**src/rtl/unified_mem_arbiter.sv**
```systemverilog
// rtl/unified_mem_arbiter.sv - round-robin I/D arbiter in front of one single-port synchronous SRAM
module unified_mem_arbiter #(
    parameter int ADDR_WIDTH  = 32,
    parameter int DATA_WIDTH  = 32,
    parameter int MEM_LATENCY = 1
) (
    input  logic                    clk,
    input  logic                    rst,
    input  logic                    i_req,
    input  logic [ADDR_WIDTH-1:0]   i_addr,
    output logic                    i_ack,
    output logic [DATA_WIDTH-1:0]   i_rdata,
    input  logic                    d_req,
    input  logic [DATA_WIDTH/8-1:0] d_we,
    input  logic [ADDR_WIDTH-1:0]   d_addr,
    input  logic [DATA_WIDTH-1:0]   d_wdata,
    output logic                    d_ack,
    output logic [DATA_WIDTH-1:0]   d_rdata,
    output logic                    mem_read,
    output logic [DATA_WIDTH/8-1:0] mem_write,
    output logic [ADDR_WIDTH-1:0]   mem_addr,
    output logic [DATA_WIDTH-1:0]   mem_di,
    input  logic [DATA_WIDTH-1:0]   mem_do
);

    localparam int WE_WIDTH = DATA_WIDTH / 8;

    localparam logic [1:0] S_IDLE  = 2'd0;
    localparam logic [1:0] S_ISSUE = 2'd1;
    localparam logic [1:0] S_WAIT  = 2'd2;
    localparam logic [1:0] S_RESP  = 2'd3;

    localparam logic OWN_I = 1'b0;
    localparam logic OWN_D = 1'b1;

    // Counter is 4 bits wide because the SRAM latency is limited to 1..15.
    localparam logic [3:0] LAT = 4'(MEM_LATENCY);

    logic [1:0]          r_state;
    logic                r_owner;
    logic                r_last_owner;
    logic [WE_WIDTH-1:0] r_we;
    logic [3:0]          r_cnt;

    logic                w_grant_valid;
    logic                w_grant_owner;
    logic [WE_WIDTH-1:0] w_grant_we;
    logic                w_grant_is_read;

    // Round-robin pick: a lone requester wins outright, a tie goes to the side that did not win last.
    always_comb begin
        w_grant_valid = i_req | d_req;
        w_grant_owner = OWN_I;
        if (i_req && d_req) begin
            w_grant_owner = ~r_last_owner;
        end else if (d_req) begin
            w_grant_owner = OWN_D;
        end
        w_grant_we      = (w_grant_owner == OWN_D) ? d_we : '0;
        w_grant_is_read = (w_grant_we == '0);
    end

    // Transaction sequencer: grant in IDLE, strobe the SRAM for one cycle, wait out the read latency, ack once.
    always_ff @(posedge clk or posedge rst) begin
        if (rst) begin
            r_state      <= S_IDLE;
            r_owner      <= OWN_I;
            r_last_owner <= OWN_D;
            r_we         <= '0;
            r_cnt        <= '0;
            i_ack        <= 1'b0;
            i_rdata      <= '0;
            d_ack        <= 1'b0;
            d_rdata      <= '0;
            mem_read     <= 1'b0;
            mem_write    <= '0;
            mem_addr     <= '0;
            mem_di       <= '0;
        end else begin
            case (r_state)
                S_IDLE: begin
                    if (w_grant_valid) begin
                        r_owner      <= w_grant_owner;
                        r_last_owner <= w_grant_owner;
                        r_we         <= w_grant_we;
                        // The SRAM strobes are registered here so they are live exactly during ISSUE.
                        mem_addr     <= (w_grant_owner == OWN_D) ? d_addr : i_addr;
                        if (w_grant_is_read) begin
                            mem_read <= 1'b1;
                        end else begin
                            mem_write <= w_grant_we;
                            mem_di    <= d_wdata;
                        end
                        r_state <= S_ISSUE;
                    end
                end
                S_ISSUE: begin
                    mem_read  <= 1'b0;
                    mem_write <= '0;
                    if (r_we == '0) begin
                        r_cnt   <= LAT;
                        r_state <= S_WAIT;
                    end else begin
                        // A store needs no SRAM turnaround, so it acks right after the write strobe.
                        if (r_owner == OWN_D) begin
                            d_ack <= 1'b1;
                        end else begin
                            i_ack <= 1'b1;
                        end
                        r_state <= S_RESP;
                    end
                end
                S_WAIT: begin
                    r_cnt <= r_cnt - 4'd1;
                    if (r_cnt == 4'd1) begin
                        if (r_owner == OWN_D) begin
                            d_rdata <= mem_do;
                            d_ack   <= 1'b1;
                        end else begin
                            i_rdata <= mem_do;
                            i_ack   <= 1'b1;
                        end
                        r_state <= S_RESP;
                    end
                end
                S_RESP: begin
                    // No arbitration here, so a requester dropping req on its ack is never re-granted.
                    i_ack   <= 1'b0;
                    d_ack   <= 1'b0;
                    r_state <= S_IDLE;
                end
                default: begin
                    r_state <= S_IDLE;
                end
            endcase
        end
    end

endmodule

```
**config.mk**
```make
export PLATFORM = sky130hd
export DESIGN_NAME = unified_mem_arbiter
export DESIGN_NICKNAME = d
export VERILOG_FILES = /design/src/rtl/unified_mem_arbiter.sv
export SDC_FILE = /design/constraint.sdc
export NUM_CORES = 1
export LEC_CHECK = 0
export ABC_AREA = 0
export BUFFER_PORTS_ARGS = -buffer_cell sky130_fd_sc_hd__clkbuf_2
export CAP_MARGIN = 20
export CORE_AREA = 2 2 127 129
export DETAILED_ROUTE_END_ITERATION = 8
export DIE_AREA = 0 0 129 131
export GPL_TIMING_DRIVEN = 0
export PLACE_DENSITY = 0.68
export SLEW_MARGIN = 30
export SYNTH_ARGS = -nofsm -noshare
export SYNTH_HDL_FRONTEND = slang
export SYNTH_SLANG_ARGS = --single-unit
```
**constraint.sdc**
```tcl
create_clock -name clk -period 11.49 [get_ports clk]
set_clock_uncertainty 0.2 [all_clocks]
set_input_delay 1.149 -clock clk [delete_from_list [all_inputs] [get_ports clk]]
set_output_delay 1.149 -clock clk [all_outputs]
set_load 0.1 [all_outputs]
```
==> key figures, run 1 <==
Critical path
  • Cell mode on critical path: clkbuf_1
  • Critical Path Sink Type: register
  • Req. time, crit path: between 10,000 and 15,000 ps
  • WP data arrival: around 2900 ps
  • Worst path cell trace: clkbuf_2, o21ai_1, clkbuf_1, clkbuf_1, nand2_1, o21ai_0
  • Worst-path fanout max: 10
  • Startpoint class of the critical path: primary input
  • Worst path slowest cell: o21ai_1
  • Crit-path leading delay family: buffers and inverters
  • Worst path bufs/invs: 3
  • Crit Path Class: in -> reg
  • CP max stage delay: ~620 ps

STA
  • Max Freq: 355.7 MHz
  • Slew margin rel.: a little over a third
  • Final slew viol count: 0
  • Final period util: around 24%
  • Final Hold Viols: 0
  • Final Setup Violations: 0
  • Fin Setup TNS: 0 ps
  • Final min period: roughly 2800 ps
  • Slew @ Worst Pin: 945.6 ps
  • RSZ-0062 raised after global routing: no

Placed design
  • IO buf count: 270
  • RePlAce Congestion: 0.7846
  • Hpwl dp: about 11,000 µm

Die
  • I/O Pins: around 270
  • Die area: 16,900 µm²
  • Die H: about 130 µm
  • Starting Density: between 30% and 40%
  • CORE AREA: roughly 16,000 µm²
  • Die Width: around 130 µm
  • Row cnt: 46

Global routing
  • First-pass GRT wire length: around 22,000 µm
  • Vias in the first global route: about 4.5k
  • Initial antenna violation count: 0
  • Gr usage total: 16.90%
  • Largest net degree at the start of global routing: around 90
  • Congestion Overflow GR: 0

Clock network
  • Clock sinks: ~150
  • Post-CTS setup buffer count: 0
  • CTS clk-pin slew, worst paths: 60 ps
  • H-tree depth: 4
  • Cts hold-fix bufs: 0
  • Clock latency on the worst-skew pair: between 400 and 500 ps
  • Longest Clk Path Bufs: 2
  • CTS tree: yes
  • Post-CTS sizing: 0
  • TritonCTS Buffers: 17
  • Root Driver: clkbuf_16

Logic synthesis
  • Cell count after synthesis: 426
  • Post-synthesis net count: about 570
  • Post-synthesis cell area: approximately 6100 µm²
  • Asr flop ratio synth: 100.0%
  • Area contributors post-synth: dfrtp_1 60%, mux2_2 12%, mux2_4 7.4%, mux2i_1 5.8%, o21ai_0 2.8%
  • Netlist cell types: 34
  • Register area share after synthesis: about three fifths
  • Top cells by count, synth: 146 x dfrtp_1, 65 x mux2_2, 35 x mux2i_1, 35 x nand2_1, 34 x o21ai_0
  • Top-area cell type share of the netlist area: 60.18%
  • Yosys top cell by area: dfrtp_1
  • Main synth FF type: dfrtp_1
  • FF+latch count, synth: 147
  • Post-synth EDFFs: 0
  • Number of synthesis warnings: 0
  • Count leader, synth: dfrtp_1
  • Synthesized area per cell: around 14 µm²

Drt
  • Initial DRC Count: approximately 120
  • Final wirelength: roughly 14,000 µm
  • Post-DRT Antenna Nets: 0
  • Wire per inst: between 15 and 20 µm
  • Routed vias: roughly 4.5k
  • DR vias/cell: about 4.7
  • Drt drc: 0
  • Router iterations before antenna repair: 4

Final layout
  • Fraction of layout cells with a size suffix above 1: approximately 57%
  • P&R area growth vs syn: 37.43%
  • Antenna cells: 0
  • Final Net Count: between 800 and 900

Hold path
  • Hold WC Path Type: reg -> reg

Run status
  • Outcome: complete, no violations

Job
  • Max-cap viol count: 0
==> tightest hold or removal path, cell delays in order (launching register included) <==
cell and delay [ps]:
dfrtp_1 340, nand2_1 40, o21ai_0 60
==> sequential cells by signal, indices dropped and copies added (netlist names) <==
name          count
d_rdata          32
i_rdata          32
mem_addr         32
mem_di           32
mem_write         4
r_cnt             4
r_we              4
r_state           2
d_ack             1
i_ack             1
mem_read          1
r_last_owner      1
r_owner           1
==> kinds of logic (layout without fill, tap and decap cells) <==
| logic type | count (synthesis) | after routing | synth area share [%] |
|---|---|---|---|
| fa+ha+maj | 7 | 7 | 1.443 |
| buf+inv | 30 | 331 | 2.453 |
| flops | 147 | 147 | 60.61 |
| mux | 132 | 132 | 25.62 |
| simple gates | 47 | 47 | 3.463 |
| compound gates | 63 | 63 | 6.410 |
==> layer usage <==
| metal | part of all wire (%) | vias to the layer above | GRT usage [%] | routed length [µm] |
|---|---|---|---|---|
| li1 | - | 2089 | - | - |
| met1 | 41 | 2169 | 19.82 | 5868 |
| met2 | 50 | 184 | 28.76 | 7180 |
| met3 | 7.3 | 21 | 5.904 | 1045 |
| met4 | 1.8 | 0 | 6.394 | 255 |
| met5 | 0 | - | 0 | 0 |
==> cell usage in the layout, fill, tap and decap left out, types with 9 or more instances in the layout <==
cell type  Yosys  final
nand2_1       35     35
dfrtp_1      146    146
clkbuf_2       0    270
o21ai_0       34     34
mux2_2        65     65
mux2i_1       35     35
clkbuf_1       7      9
buf_2         11     11
mux2_4        30     30
a22o_1        10     10
clkbuf_16      0     17
==> worst paths after layout <==
path / start / endpoint / slack, ps / depth (start not counted)
setup / recovery: d_req / mem_addr[4] / 8680 / 6
hold reg to reg: mem_addr[2] / mem_addr[2] / 280 / 2
min in group asynchronous: rst / i_rdata[1] / 570 / 2
hold / removal: mem_addr[2] / mem_addr[2] / 280 / 2
max in group asynchronous: rst / i_rdata[9] / 9740 / 3
setup reg to reg: r_state[0] / mem_di[22] / 8840 / 6
==> area by class of cell <==
type                            count  area, µm²
Fill cell                        1333       7254
Sequential cell                   147       3680
Multi-Input combinational cell    249       2242
Timing Repair Buffer              271       1379
Clock buffer                       21      460.4
Tap cell                          216      270.3
Clock inverter                      9      155.1
Buffer                             21      115.1
Inverter                            9      41.29
==> per-stage QoR <==
step	hold WS, ps	area [µm²]	util, %	worst slack (ps)	cells
5_1_grt	295.5	8343	53.49	8401	943
6_report	278.8	8343	53.49	8679	943
3_3_place_gp	264.6	7692	49.32	4830	912
4_1_cts	282.2	8343	53.49	8656	943
2_1_floorplan	296.8	6071	-	6191	426
3_5_place_dp	270.1	7727	49.54	8240	913
Power of run 1 is left out: the tool's default activity adds up to more than one toggle a clock period on the data nets, which glitch-free logic cannot reach.
==> inputs of run 2 (changes only) <==
Clock period 11.49 ns to 2.8 ns, I/O delays scaled along.
==> key figures, run 2 (synthesis results as in run 1) <==
Critical path
  • Worst reg-to-reg path cell count: 6 (unchanged)
  • Crit Path Class: in -> reg (unchanged)
  • Worst-path fanout max: 10 (unchanged)
  • Worst path cell trace: dlygate4sd3_1, clkbuf_2, a21bo_2, buf_2, buf_2, mux2i_1, dlygate4sd3_1, o21ai_0 (was clkbuf_2, o21ai_1, clkbuf_1, clkbuf_1, nand2_1, o21ai_0)
  • R2R setup slack: 290 ps (was 8840 ps)
  • Critical Path Sink Type: register (unchanged)
  • Startpoint class of the critical path: primary input (unchanged)
  • CP max stage delay: 590 ps (was 620 ps)
  • Worst path slowest cell: dlygate4sd3_1 (was o21ai_1)
  • WP data arrival: 2620 ps (was 2930 ps)
  • Req. time, crit path: 2870 ps (was 11,610 ps)

Global routing
  • First-pass GRT wire length: 26,670 µm (was 22,220 µm)
  • Gr usage total: 20.36% (was 16.90%)
  • Vias in the first global route: 5,337 (was 4,547)
  • Largest net degree at the start of global routing: 32 (was 88)
  • Congestion Overflow GR: 0 (unchanged)
  • Initial antenna violation count: 0 (unchanged)

Placed design
  • RePlAce Congestion: 0.8143 (was 0.7846)
  • Placed Cells: 917 (was 913)
  • IO buf count: 270 (unchanged)
  • Hpwl dp: 11,440 µm (was 11,120 µm)

Clock network
  • Post-CTS setup buffer count: 0 (unchanged)
  • CTS tree: yes (unchanged)
  • Clock latency on the worst-skew pair: 410 ps (about the same)
  • Root Driver: clkbuf_16 (unchanged)
  • H-tree depth: 4 (unchanged)
  • TritonCTS Buffers: 17 (unchanged)
  • CTS clk-pin slew, worst paths: 60 ps (about the same)
  • Longest Clk Path Bufs: 2 (unchanged)
  • Clock sinks: 147 (unchanged)

Drt
  • Routed vias: 5,141 (was 4,463)
  • Wire per inst: 16.26 µm (was 15.22 µm)
  • Router iterations before antenna repair: 4 (unchanged)
  • DR vias/cell: 4.751 (was 4.733)
  • Initial DRC Count: 206 (was 117)
  • Final wirelength: 17,590 µm (was 14,350 µm)
  • Post-DRT Antenna Nets: 0 (unchanged)
  • Drt drc: 0 (unchanged)

Final layout
  • Most frequent cells in the layout: 270 x clkbuf_2, 146 x dfrtp_1, 135 x dlygate4sd3_1, 65 x mux2_2 (was 270 x clkbuf_2, 146 x dfrtp_1, 65 x mux2_2, 35 x nand2_1, 35 x mux2i_1)
  • Antenna cells: 0 (unchanged)
  • Final Net Count: 998 (was 859)
  • Layout fillers: 1,173 (was 1,333)
  • FF/Latch Area: 3680 µm² (unchanged)
  • Finished Layout Cells: 1,082 (was 943)
  • P&R area growth vs syn: 60.82% (was 37.43%)
  • Most common cell after layout, fill and taps aside: clkbuf_2 (unchanged)
  • Fraction of layout cells with a size suffix above 1: 48.61% (was 57.08%)
  • Multi-input gate area: 2260 µm² (was 2242 µm²)

Job
  • Max-cap viol count: 0 (unchanged)

Die
  • Die H: 131 µm (unchanged)
  • Die area: 16,900 µm² (unchanged)
  • CORE AREA: 15,600 µm² (unchanged)
  • Starting Density: 38.92% (unchanged)
  • Row cnt: 46 (unchanged)
  • Die Width: 129 µm (unchanged)
  • I/O Pins: 271 (unchanged)

STA
  • RSZ-0062 raised after global routing: no (unchanged)
  • Final min period: 2544 ps
  • Final slew viol count: 0 (unchanged)
  • Final Setup Violations: 0 (unchanged)
  • Slew @ Worst Pin: 673.2 ps (was 945.6 ps)
  • Slew margin rel.: 54.70% (was 36.14%)
  • Final period util: 90.85%
  • Max Freq: around 390 MHz
  • Final Hold Viols: 0 (unchanged)

Hold path
  • Hold Path Depth: 3 (was 2)
  • Hold WC Path Type: in -> reg (was reg -> reg)

Run status
  • Outcome: complete, no violations (unchanged)
run 2: per-stage QoR:
step | setup slack [ps] | area (µm²) | hold slack (ps) | setup TNS (ps) | util, %
floorplan | 473.8 | 6075 | 153.0 | 0 | -
global placement | -326.1 | 7696 | 265.4 | -45820 | 49.34
detailed placement | 91.77 | 7804 | 54.75 | 0 | 50.03
CTS | 79.51 | 9746 | 97.00 | 0 | 62.48
global route | 107.6 | 9763 | 154.2 | 0 | 62.59
finish | 256.1 | 9763 | 135.8 | 0 | 62.59
run 2: worst paths after layout:
check / end / startpoint
min: r_state[0] / d_req
max: mem_addr[22] / i_req
max reg2reg: mem_addr[22] / r_last_owner
max in group asynchronous: d_rdata[16] / rst
min reg2reg: mem_addr[27] / mem_addr[27]
min in group asynchronous: mem_di[22] / rst
run 2: layout make-up:
class | count | area share, %
clock inverter | 9 | 1.333
multi-input combinational | 249 | 23.14
buffer | 21 | 1.179
inverter | 9 | 0.3845
timing repair buffer | 410 | 28.78
tap | 216 | 2.768
clock buffer | 21 | 4.716
sequential | 147 | 37.69
run 2: worst max-delay path, delay by kind of cell:
| kind | cells | cell delay [ps] |
|---|---|---|
| buf+inv | 5 | 1870 |
| mux | 1 | 250 |
| compound gates | 2 | 210 |
run 2: layer usage:
metal | vias to the layer above | part of all wire [%] | routed length, µm | track usage, %
li1 | 2371 | - | - | -
met3 | 20 | 5.3 | 938 | 5.171
met5 | - | 0 | 0 | 0
met4 | 0 | 1.3 | 228 | 6.138
met2 | 190 | 54 | 9470 | 38.16
met1 | 2560 | 40 | 6954 | 22.80
run 2: repair_timing:
action                                 4_1_cts  5_1_grt
hold buffers                               135        0
setup endpoints to repair                    0       31
endpoints found under the hold margin      205        0
resized for setup                            0        2
Power of run 2 is left out for the same reason.
